File: src/rtl/alu_pkg.sv
// Shared types and constants for the ALU result path.
package alu_pkg;

  localparam int ALU_WIDTH = 16;

  localparam int FLAG_C_IDX = 0;
  localparam int FLAG_V_IDX = 1;
  localparam int FLAG_Z_IDX = 2;
  localparam int FLAG_N_IDX = 3;

  // Field order matches the {N,Z,V,C} bit layout of the flags port.
  typedef struct packed {
    logic n;
    logic z;
    logic v;
    logic c;
  } alu_flags_t;

  typedef enum logic [1:0] {
    OCC_EMPTY = 2'd0,
    OCC_ONE   = 2'd1,
    OCC_FULL  = 2'd2
  } occ_e;

endpackage

File: src/rtl/skid_buffer2.sv
// Two-entry valid/ready buffer: the head register drives the outputs and the skid register holds the
// overflow entry. in_ready is registered, so it never depends combinationally on out_ready.
module skid_buffer2
  import alu_pkg::*;
#(
  parameter int W = 8
) (
  input  logic         clk,
  input  logic         rst_n,
  input  logic         in_valid,
  output logic         in_ready,
  input  logic [W-1:0] in_data,
  output logic         out_valid,
  input  logic         out_ready,
  output logic [W-1:0] out_data,
  output logic [1:0]   occupancy
);

  occ_e         occ_q, occ_d;
  logic [W-1:0] head_q, head_d;
  logic [W-1:0] skid_q, skid_d;
  logic         in_ready_q, in_ready_d;
  logic         acc, pop;

  always_comb begin
    occ_d  = occ_q;
    head_d = head_q;
    skid_d = skid_q;
    acc    = in_valid & in_ready_q;
    pop    = (occ_q != OCC_EMPTY) & out_ready;
    unique case (occ_q)
      OCC_EMPTY: begin
        if (acc) begin
          head_d = in_data;
          occ_d  = OCC_ONE;
        end
      end
      OCC_ONE: begin
        if (acc && pop) begin
          head_d = in_data;
        end else if (acc) begin
          skid_d = in_data;
          occ_d  = OCC_FULL;
        end else if (pop) begin
          occ_d  = OCC_EMPTY;
        end
      end
      OCC_FULL: begin
        // in_ready_q is low here, so only a pop can happen.
        if (pop) begin
          head_d = skid_q;
          occ_d  = OCC_ONE;
        end
      end
      default: occ_d = OCC_EMPTY;
    endcase
    in_ready_d = (occ_d != OCC_FULL);
  end

  always_ff @(posedge clk) begin
    if (!rst_n) begin
      occ_q      <= OCC_EMPTY;
      head_q     <= '0;
      skid_q     <= '0;
      in_ready_q <= 1'b1;
    end else begin
      occ_q      <= occ_d;
      head_q     <= head_d;
      skid_q     <= skid_d;
      in_ready_q <= in_ready_d;
    end
  end

  assign in_ready  = in_ready_q;
  assign out_valid = (occ_q != OCC_EMPTY);
  assign out_data  = head_q;
  assign occupancy = occ_q;

endmodule

File: src/rtl/alu_result_stage.sv
// Registered stage after the ALU: buffers {dest, result} through a 2-entry skid buffer and
// keeps the architectural {N,Z,V,C} flags, updated in issue order at input acceptance.
module alu_result_stage
  import alu_pkg::*;
#(
  parameter int WIDTH  = ALU_WIDTH,
  parameter int DEST_W = 3
) (
  input  logic              clk,
  input  logic              rst_n,
  input  logic              in_valid,
  output logic              in_ready,
  input  logic [WIDTH-1:0]  alu_out,
  input  logic              alu_flag_carry,
  input  logic              alu_flag_overflow,
  input  logic [DEST_W-1:0] in_dest,
  input  logic              in_flag_we,
  output logic              out_valid,
  input  logic              out_ready,
  output logic [WIDTH-1:0]  out_data,
  output logic [DEST_W-1:0] out_dest,
  output logic [3:0]        flags,
  input  logic              flags_load_en,
  input  logic [3:0]        flags_load_val,
  output logic [1:0]        occupancy
);

  localparam int PW = WIDTH + DEST_W;

  logic [PW-1:0] out_payload;
  alu_flags_t    flags_q, flags_d;
  logic          accepted;

  skid_buffer2 #(.W(PW)) u_skid (
    .clk       (clk),
    .rst_n     (rst_n),
    .in_valid  (in_valid),
    .in_ready  (in_ready),
    .in_data   ({in_dest, alu_out}),
    .out_valid (out_valid),
    .out_ready (out_ready),
    .out_data  (out_payload),
    .occupancy (occupancy)
  );

  assign accepted = in_valid & in_ready;

  // A context restore wins over the flag update of a same-cycle accepted entry.
  always_comb begin
    flags_d = flags_q;
    if (flags_load_en) begin
      flags_d = alu_flags_t'(flags_load_val);
    end else if (accepted && in_flag_we) begin
      flags_d.c = alu_flag_carry;
      flags_d.v = alu_flag_overflow;
      flags_d.z = (alu_out == '0);
      flags_d.n = alu_out[WIDTH-1];
    end
  end

  always_ff @(posedge clk) begin
    if (!rst_n) flags_q <= '0;
    else        flags_q <= flags_d;
  end

  assign flags    = flags_q;
  assign out_data = out_payload[WIDTH-1:0];
  assign out_dest = out_payload[PW-1:WIDTH];

endmodule

File: config.mk
export PLATFORM = sky130hd
export DESIGN_NAME = alu_result_stage
export DESIGN_NICKNAME = d
export VERILOG_FILES = /design/src/rtl/alu_pkg.sv /design/src/rtl/skid_buffer2.sv /design/src/rtl/alu_result_stage.sv
export SDC_FILE = /design/constraint.sdc
export NUM_CORES = 1
export LEC_CHECK = 0
export CAP_MARGIN = 20
export CORE_ASPECT_RATIO = 0.5
export CORE_UTILIZATION = 47
export DETAILED_ROUTE_END_ITERATION = 6
export PLACE_DENSITY = 0.82
export SLEW_MARGIN = 20
export SYNTH_ARGS = -nofsm -noshare
export SYNTH_HDL_FRONTEND = slang
export SYNTH_HIERARCHICAL = 1
export SYNTH_SLANG_ARGS = --single-unit
File: constraint.sdc
create_clock -name clk -period 1.85 [get_ports clk]
set_input_delay 0.185 -clock clk [delete_from_list [all_inputs] [get_ports clk]]
set_output_delay 0.185 -clock clk [all_outputs]
set_load 0.01 [all_outputs]
==> key figures, run 1 <==
Status
  • Status: completed

Yosys
  • Top cell type by total area after synthesis: dfxtp_1
  • Synthesis-stage register bit count: 45
  • Commonest cells post-synth: 45 x dfxtp_1, 31 x nand2_1, 23 x mux2i_1
  • Ys Warns: 6
  • Synthesized area: 0.002009 sq mm
  • Yosys top cell area share: 0.4483
  • Syn avg cell area: 9.434 sq um
  • Ranking of synthesized cells by area: dfxtp_1 45%, mux2i_1 11%, nand2_1 5.8%
  • Synth unique cells: 35
  • Gate Count Post-Synth: 213
  • Syn Nets: 244
  • Post-synthesis sequential area ratio: 0.4483
  • Post-synthesis async set-or-reset flop share: 0
  • Most frequent cell after synthesis: dfxtp_1
  • EDFF count, synth: 0
  • Synth Flop Type: dfxtp_1

CTS
  • Clk_lat worst skew: 300 ps
  • CTS Buf Count: 5
  • CTS Sinks: 45
  • H-Tree Level Count: 2
  • Clock transition at path regs: 80 ps
  • Longest Clk Path Bufs: 2
  • Cts hold-fix bufs: 0
  • Root Driver: clkbuf_8
  • TritonCTS clock tree: yes

Placed design
  • Total placed instance area: 0.002646 sq mm
  • RePlAce Congestion: 0.7233
  • DPL Wire Length: 2.962 mm
  • PortBufs: 57
  • Placed Instances: 316

Floorplanning
  • Die area: 0.004557 sq mm
  • Die height: 48.24 um
  • # IOs: 58
  • Initial core utilization: 0.5019
  • Num rows: 16
  • CORE AREA: 0.004004 sq mm
  • Die Width: 94.47 um

Power and ir drop
  • Lkg Pwr: 0.001118 uW
  • VDD IR max: 324.4 uV
  • P per Cell Area: 813.4 mW/mm^2

Drt
  • Number of routed nets with antenna violations: 0
  • # DRC: 0
  • Vias: 1,721
  • Drt initial violations: 58
  • 1st-pass router iterations: 4
  • Via/cell ratio: 5.312
  • Post-DR wirelength/cell: 13.59 um
  • Post-Route WL: 4.403 mm

GRT
  • Met1 Track Usage GR: 0.2462
  • Vias in the first global route: 1,470
  • Initial antenna violation count: 0
  • Pin count of the biggest net entering global routing: 45
  • Met3 usage: 0.06542
  • GR Util All Layers: 0.2008
  • GR peak layer: met2
  • First-pass GRT wire length: 6.748 mm
  • Global route overflow: 0
  • Met2 usage: 0.3623

Critical path
  • CP Capture Type: output port
  • CP peak stage delay: 470 ps
  • Critical path type: flip-flop to output port
  • CP cell instances: or2_2, clkdlybuf4s50_1
  • CP delay by family, top: buffers and inverters
  • Slowest cell on crit path: clkdlybuf4s50_1
  • Internal reg-to-reg setup slack: 370 ps
  • Crit path DAT: 1470 ps
  • CP bufs+invs: 1
  • Critical path launch point type: flip-flop
  • Critical-path maximum fanout: 11
  • Critical Path RT: 1660 ps

Timing
  • Final hold violation count: 0
  • Worst-Margin Slew: 402.2 ps
  • Final Skew: 8.993 ps
  • RSZ-0062 raised after global routing: no
  • Setup TNS: 0 ps
  • Final setup viols: 0
  • Slew Limit Fails: 0
  • Worst relative slew slack: 0.7294
  • Period utilization: 0.8935
  • Final min period: 1653 ps
  • Fmax: 605.0 MHz
  • Worst Hold Slack: 462.4 ps

Layout
  • Non-Filler Instances: 324
  • Final Instance Area: 0.002768 sq mm
  • Share of cells above drive strength 1: 0.1593
  • Nets@finish: 300
  • Antenna cells: 0
  • Area growth, synth to finish: 37.73%

Run
  • Max-cap violations: 0

Min path
  • Hold Path Class: flip-flop to flip-flop
-- registers in the layout, indices dropped and copies added, names as in the netlist --
signal	cells
flags	4
u_skid/in_ready	1
u_skid/occupancy	2
u_skid/out_data	19
u_skid/skid_q	19
-- final timing paths --
check                                           to  cells past startpoint                start
worst min register to register    u_skid/skid_q[7]                      2     u_skid/skid_q[7]
worst min-delay path              u_skid/skid_q[7]                      2     u_skid/skid_q[7]
worst max-delay path                     out_valid                      2  u_skid/occupancy[1]
worst max register to register  u_skid/out_data[1]                      4  u_skid/occupancy[0]
-- worst min-delay path, cell delays in order (launching register included) --
cell and delay (ps):
dfxtp_1 330, nand2_2 60, a21boi_2 40
-- placed cells by master (no fill, tap or decap), drive strengths merged --
| master | Yosys | layout |
|---|---|---|
| nand2 | 41 | 41 |
| a21boi | 19 | 19 |
| nand3 | 1 | 1 |
| nor2 | 1 | 1 |
| inv | 3 | 3 |
| clkinvlp | 0 | 1 |
| nand4b | 1 | 1 |
| o31ai | 1 | 1 |
| a31oi | 1 | 1 |
| o21ai | 23 | 23 |
| mux2i | 23 | 23 |
| o21a | 1 | 1 |
| bufinv | 0 | 1 |
| clkbuf | 4 | 6 |
| or3 | 1 | 1 |
| nand2b | 2 | 2 |
| or2b | 1 | 1 |
| nor3 | 1 | 1 |
| buf | 10 | 6 |
| nor4b | 1 | 1 |
| o22ai | 2 | 2 |
| clkdlybuf4s50 | 0 | 57 |
| nand3b | 2 | 2 |
| dfxtp | 45 | 45 |
| nor4 | 3 | 3 |
| nor2b | 1 | 1 |
| a21oi | 22 | 22 |
| and2 | 2 | 2 |
| or2 | 1 | 1 |
-- logic make-up (layout without fill, tap and decap cells) --
kind of cell,count (synthesis),in the layout,synth area share
flops,45,45,0.4483
simple gates,59,59,0.1625
buf+inv,17,74,0.05167
mux,23,23,0.1146
compound gates,69,69,0.2229
-- metal layers --
metal | vias up | wire length (um) | part of all wire
met5 | - | 0 | 0
met4 | 0 | 14 | 0.0032
met3 | 2 | 244 | 0.055
met2 | 49 | 2138 | 0.49
met1 | 814 | 2006 | 0.46
li1 | 856 | - | -
-- power by group --
group	total [uW]	internal, uW	leakage, uW	switching, uW
sequential	1060	1030	0.000370	35.1
clock	775	439	0.0000574	336
combinational	411	232	0.000691	179
-- final cells by class --
class	instances	area [sq um]
tap	54	67.56
clock buffer	6	82.58
multi-input combinational	151	1013
clock inverter	2	37.54
sequential	45	902.1
fill	312	1236
inverter	3	11.26
timing repair buffer	63	653.1
-- repair_timing --
action	in CTS	in global routing
endpoints found under the setup margin	0	1
setup buffers	0	0
hold endpoints to repair	0	0
resized for setup	0	1
-- metrics by stage --
step | worst slack [ps] | total power (uW) | util
floorplan | 428.9 | 1275 | -
global placement | 160.6 | 1488 | 0.6609
detailed placement | 116.9 | 1500 | 0.6609
CTS | 46.32 | 2264 | 0.6909
global route | 144.2 | 2352 | 0.6913
finish | 197.1 | 2251 | 0.6913
Note: power is estimated with default switching activity, not from simulation.
==> run 2, diff against run 1 <==
--- a/config.mk
+++ b/config.mk
@@ -6,7 +6,6 @@
 export NUM_CORES = 1
 export LEC_CHECK = 0
 export CAP_MARGIN = 20
-export CORE_ASPECT_RATIO = 0.5
 export CORE_UTILIZATION = 47
 export DETAILED_ROUTE_END_ITERATION = 6
 export PLACE_DENSITY = 0.82
==> run 2 against run 1 <==
Compared with the run above:
- hold slack worse by 2.4 ps
- via count up 0.81%
- sequential power about the same
- highest routed layer unchanged
- sequential share of layout area about the same
- critical path type unchanged
- clock skew about the same
- critical path depth unchanged
- design area about the same
- combinational power up 1%
==> key figures, run 2 (same netlist as run 1, synthesis figures left out) <==
Drt
  • 1st-pass router iterations: 4 (unchanged)
  • Post-Route WL: 4.644 mm (+5.5%)
  • # DRC: 0 (unchanged)
  • Via/cell ratio: 5.405 (+1.8%)
  • Drt initial violations: 112 (+93%)
  • Post-DR wirelength/cell: 14.47 um (+6.5%)
  • Vias: 1,735 (+0.81%)
  • Number of routed nets with antenna violations: 0 (unchanged)

Critical path
  • Critical Path RT: 1660 ps (about the same)
  • Register-to-Register Path Depth: 5 (+1)
  • Critical-path maximum fanout: 8 (-3)
  • Critical path launch point type: flip-flop
  • FF-to-FF End: u_skid/out_data[1]
  • CP peak stage delay: 520 ps (+50 ps)
  • Slowest cell on crit path: clkdlybuf4s50_1
  • CP delay by family, top: buffers and inverters
  • Critical path type: flip-flop to output port
  • CP Capture Type: output port
  • CP bufs+invs: 1 (unchanged)
  • Internal reg-to-reg setup slack: 340 ps (-30 ps)
  • Worst r2r src: u_skid/occupancy[0]
  • CP cell instances: or2_2, clkdlybuf4s50_1
  • Crit path DAT: 1470 ps (about the same)

Timing
  • RSZ-0062 raised after global routing: no
  • Final min period: 1659 ps (+6.353 ps)
  • Worst Hold Slack: 459.9 ps (-2.449 ps)
  • Fmax: 602.7 MHz (-0.38%)
  • Final setup viols: 0 (unchanged)
  • Worst-Margin Slew: 424.8 ps (+22.64 ps)
  • Final Skew: 8.875 ps (-0.1181 ps)
  • Worst relative slew slack: 0.7142 (-0.01523)
  • Setup TNS: 0 ps (unchanged)
  • Final hold violation count: 0 (unchanged)
  • Slew Limit Fails: 0 (unchanged)
  • Period utilization: 0.8969 (+0.003434)

GRT
  • Vias in the first global route: 1,629 (+11%)
  • Met3 usage: 0.05743 (-0.007988)
  • Pin count of the biggest net entering global routing: 45 (unchanged)
  • GR peak layer: met2
  • Global route overflow: 0 (unchanged)
  • GR Util All Layers: 0.2180 (+0.01721)
  • Met2 usage: 0.3538 (-0.008569)
  • Met1 Track Usage GR: 0.2728 (+0.02661)
  • First-pass GRT wire length: 7.327 mm (+8.6%)
  • Initial antenna violation count: 0 (unchanged)

Placed design
  • DPL Wire Length: 3.090 mm (+4.3%)
  • Total placed instance area: 0.002649 sq mm (about the same)
  • RePlAce Congestion: 0.7292 (+0.82%)
  • PortBufs: 57 (unchanged)

CTS
  • Post-CTS Setup Inserts: 0 (unchanged)
  • CTS Sinks: 45 (unchanged)
  • Clk_lat worst skew: 300 ps (about the same)
  • Longest Clk Path Bufs: 2 (unchanged)
  • CTS Buf Count: 5 (unchanged)
  • Root Driver: clkbuf_8
  • Clock transition at path regs: 80 ps (about the same)
  • TritonCTS clock tree: yes
  • H-Tree Level Count: 2 (unchanged)

Min path
  • Hold Crit Endpoint: u_skid/skid_q[8]
  • Hold Path Class: flip-flop to flip-flop
  • HP Start: u_skid/skid_q[8]
  • WHS Path Cells: 2 (unchanged)

Layout
  • Commonest cells after routing, fill and taps aside: 57 x clkdlybuf4s50_1, 44 x dfxtp_1, 31 x nand2_1, 23 x mux2i_1, 22 x o21ai_0
  • Area growth, synth to finish: 37.67% (about the same)
  • Share of cells above drive strength 1: 0.1587 (-0.0005877)
  • Nets@finish: 301 (+0.33%)
  • Most common cell after layout, fill and taps aside: clkdlybuf4s50_1
  • Antenna cells: 0 (unchanged)
  • Final Instance Area: 0.002766 sq mm (about the same)

Power and ir drop
  • Reg power frac: 0.476 (+0.003)
  • Switching share of total power: 0.2401 (-0.004093)
  • Lkg Pwr: 0.001122 uW (+0.32%)
  • Comb pwr share: 0.185 (+0.003)
  • Clock power frac: 0.339 (-0.005)
  • VDD IR max: 461.4 uV (+42%)
  • Switching pwr: 538.4 uW (-2.1%)
  • Internal power component: 1704 uW (+0.15%)
  • P per Cell Area: 810.5 mW/mm^2 (-0.35%)

Floorplanning
  • Die area: 0.004541 sq mm (-0.35%)
  • Initial core utilization: 0.4952 (-0.006655)
  • Die height: 67.39 um (+40%)
  • CORE AREA: 0.004058 sq mm (+1.3%)
  • # IOs: 58 (unchanged)
  • Num rows: 23 (+7)
  • Die Width: 67.39 um (-29%)

Status
  • Status: completed

Run
  • Max-cap violations: 0 (unchanged)
[run 2: cell types whose count changed in the layout (fill, tap and decap cells not counted), sizes merged]
cell      before  now
clkinvlp       1    0
buf            6    7
clkbuf         6    7
[run 2: worst max path at each step]
| stage | startpoint | endpoint | depth (start not counted) |
|---|---|---|---|
| after global placement | out_ready | u_skid/skid_q[0] | 6 |
| after CTS | u_skid/occupancy[1] | out_valid | 2 |
| after floorplan | u_skid/in_ready | u_skid/skid_q[4] | 6 |
| final | u_skid/occupancy[0] | out_valid | 2 |
| after global routing | u_skid/occupancy[0] | out_valid | 2 |
| after detailed placement | out_ready | u_skid/skid_q[2] | 6 |
[run 2: timing repair]
item | CTS | global route
resized for setup | 0 | 1
hold buffers | 0 | 0
endpoints found under the setup margin | 0 | 1
[run 2: power groups by stage]
stage / registers, uW / clock network (uW) / logic [uW]
floorplan: 1110 / 0 / 168
global placement: 1090 / 0 / 406
detailed placement: 1090 / 0 / 414
CTS: 1070 / 782 / 417
global route: 1080 / 826 / 448
finish: 1070 / 760 / 415
[run 2: tightest hold or removal path, stage by stage, from the launching register on]
cell and delay [ps]:
dfxtp_1 320, nand2_2 60, a21boi_2 40
[run 2: area by class of cell]
class	instances	area, sq um
clock buffer	7	86.33
clock inverter	1	30.03
fill	331	1291
inverter	3	11.26
multi-input combinational	151	1013
sequential	45	902.1
tap	50	62.56
timing repair buffer	64	660.6
[run 2: through the flow]
stage / power (uW) / setup slack [ps] / util / cells
2_1_floorplan: 1275 / 428.9 / - / 213
3_3_place_gp: 1492 / 145.8 / 0.6528 / 313
3_5_place_dp: 1502 / 90.88 / 0.6528 / 313
4_1_cts: 2266 / 39.79 / 0.6815 / 321
5_1_grt: 2349 / 133.9 / 0.6818 / 321
6_report: 2242 / 190.8 / 0.6818 / 321
[run 2: layer usage]
metal / share of wire / wire (um) / up-vias
met5: 0 / 0 / -
met4: 0.018 / 82 / 0
met3: 0.055 / 254 / 10
met2: 0.49 / 2256 / 52
met1: 0.44 / 2050 / 822
li1: - / - / 851
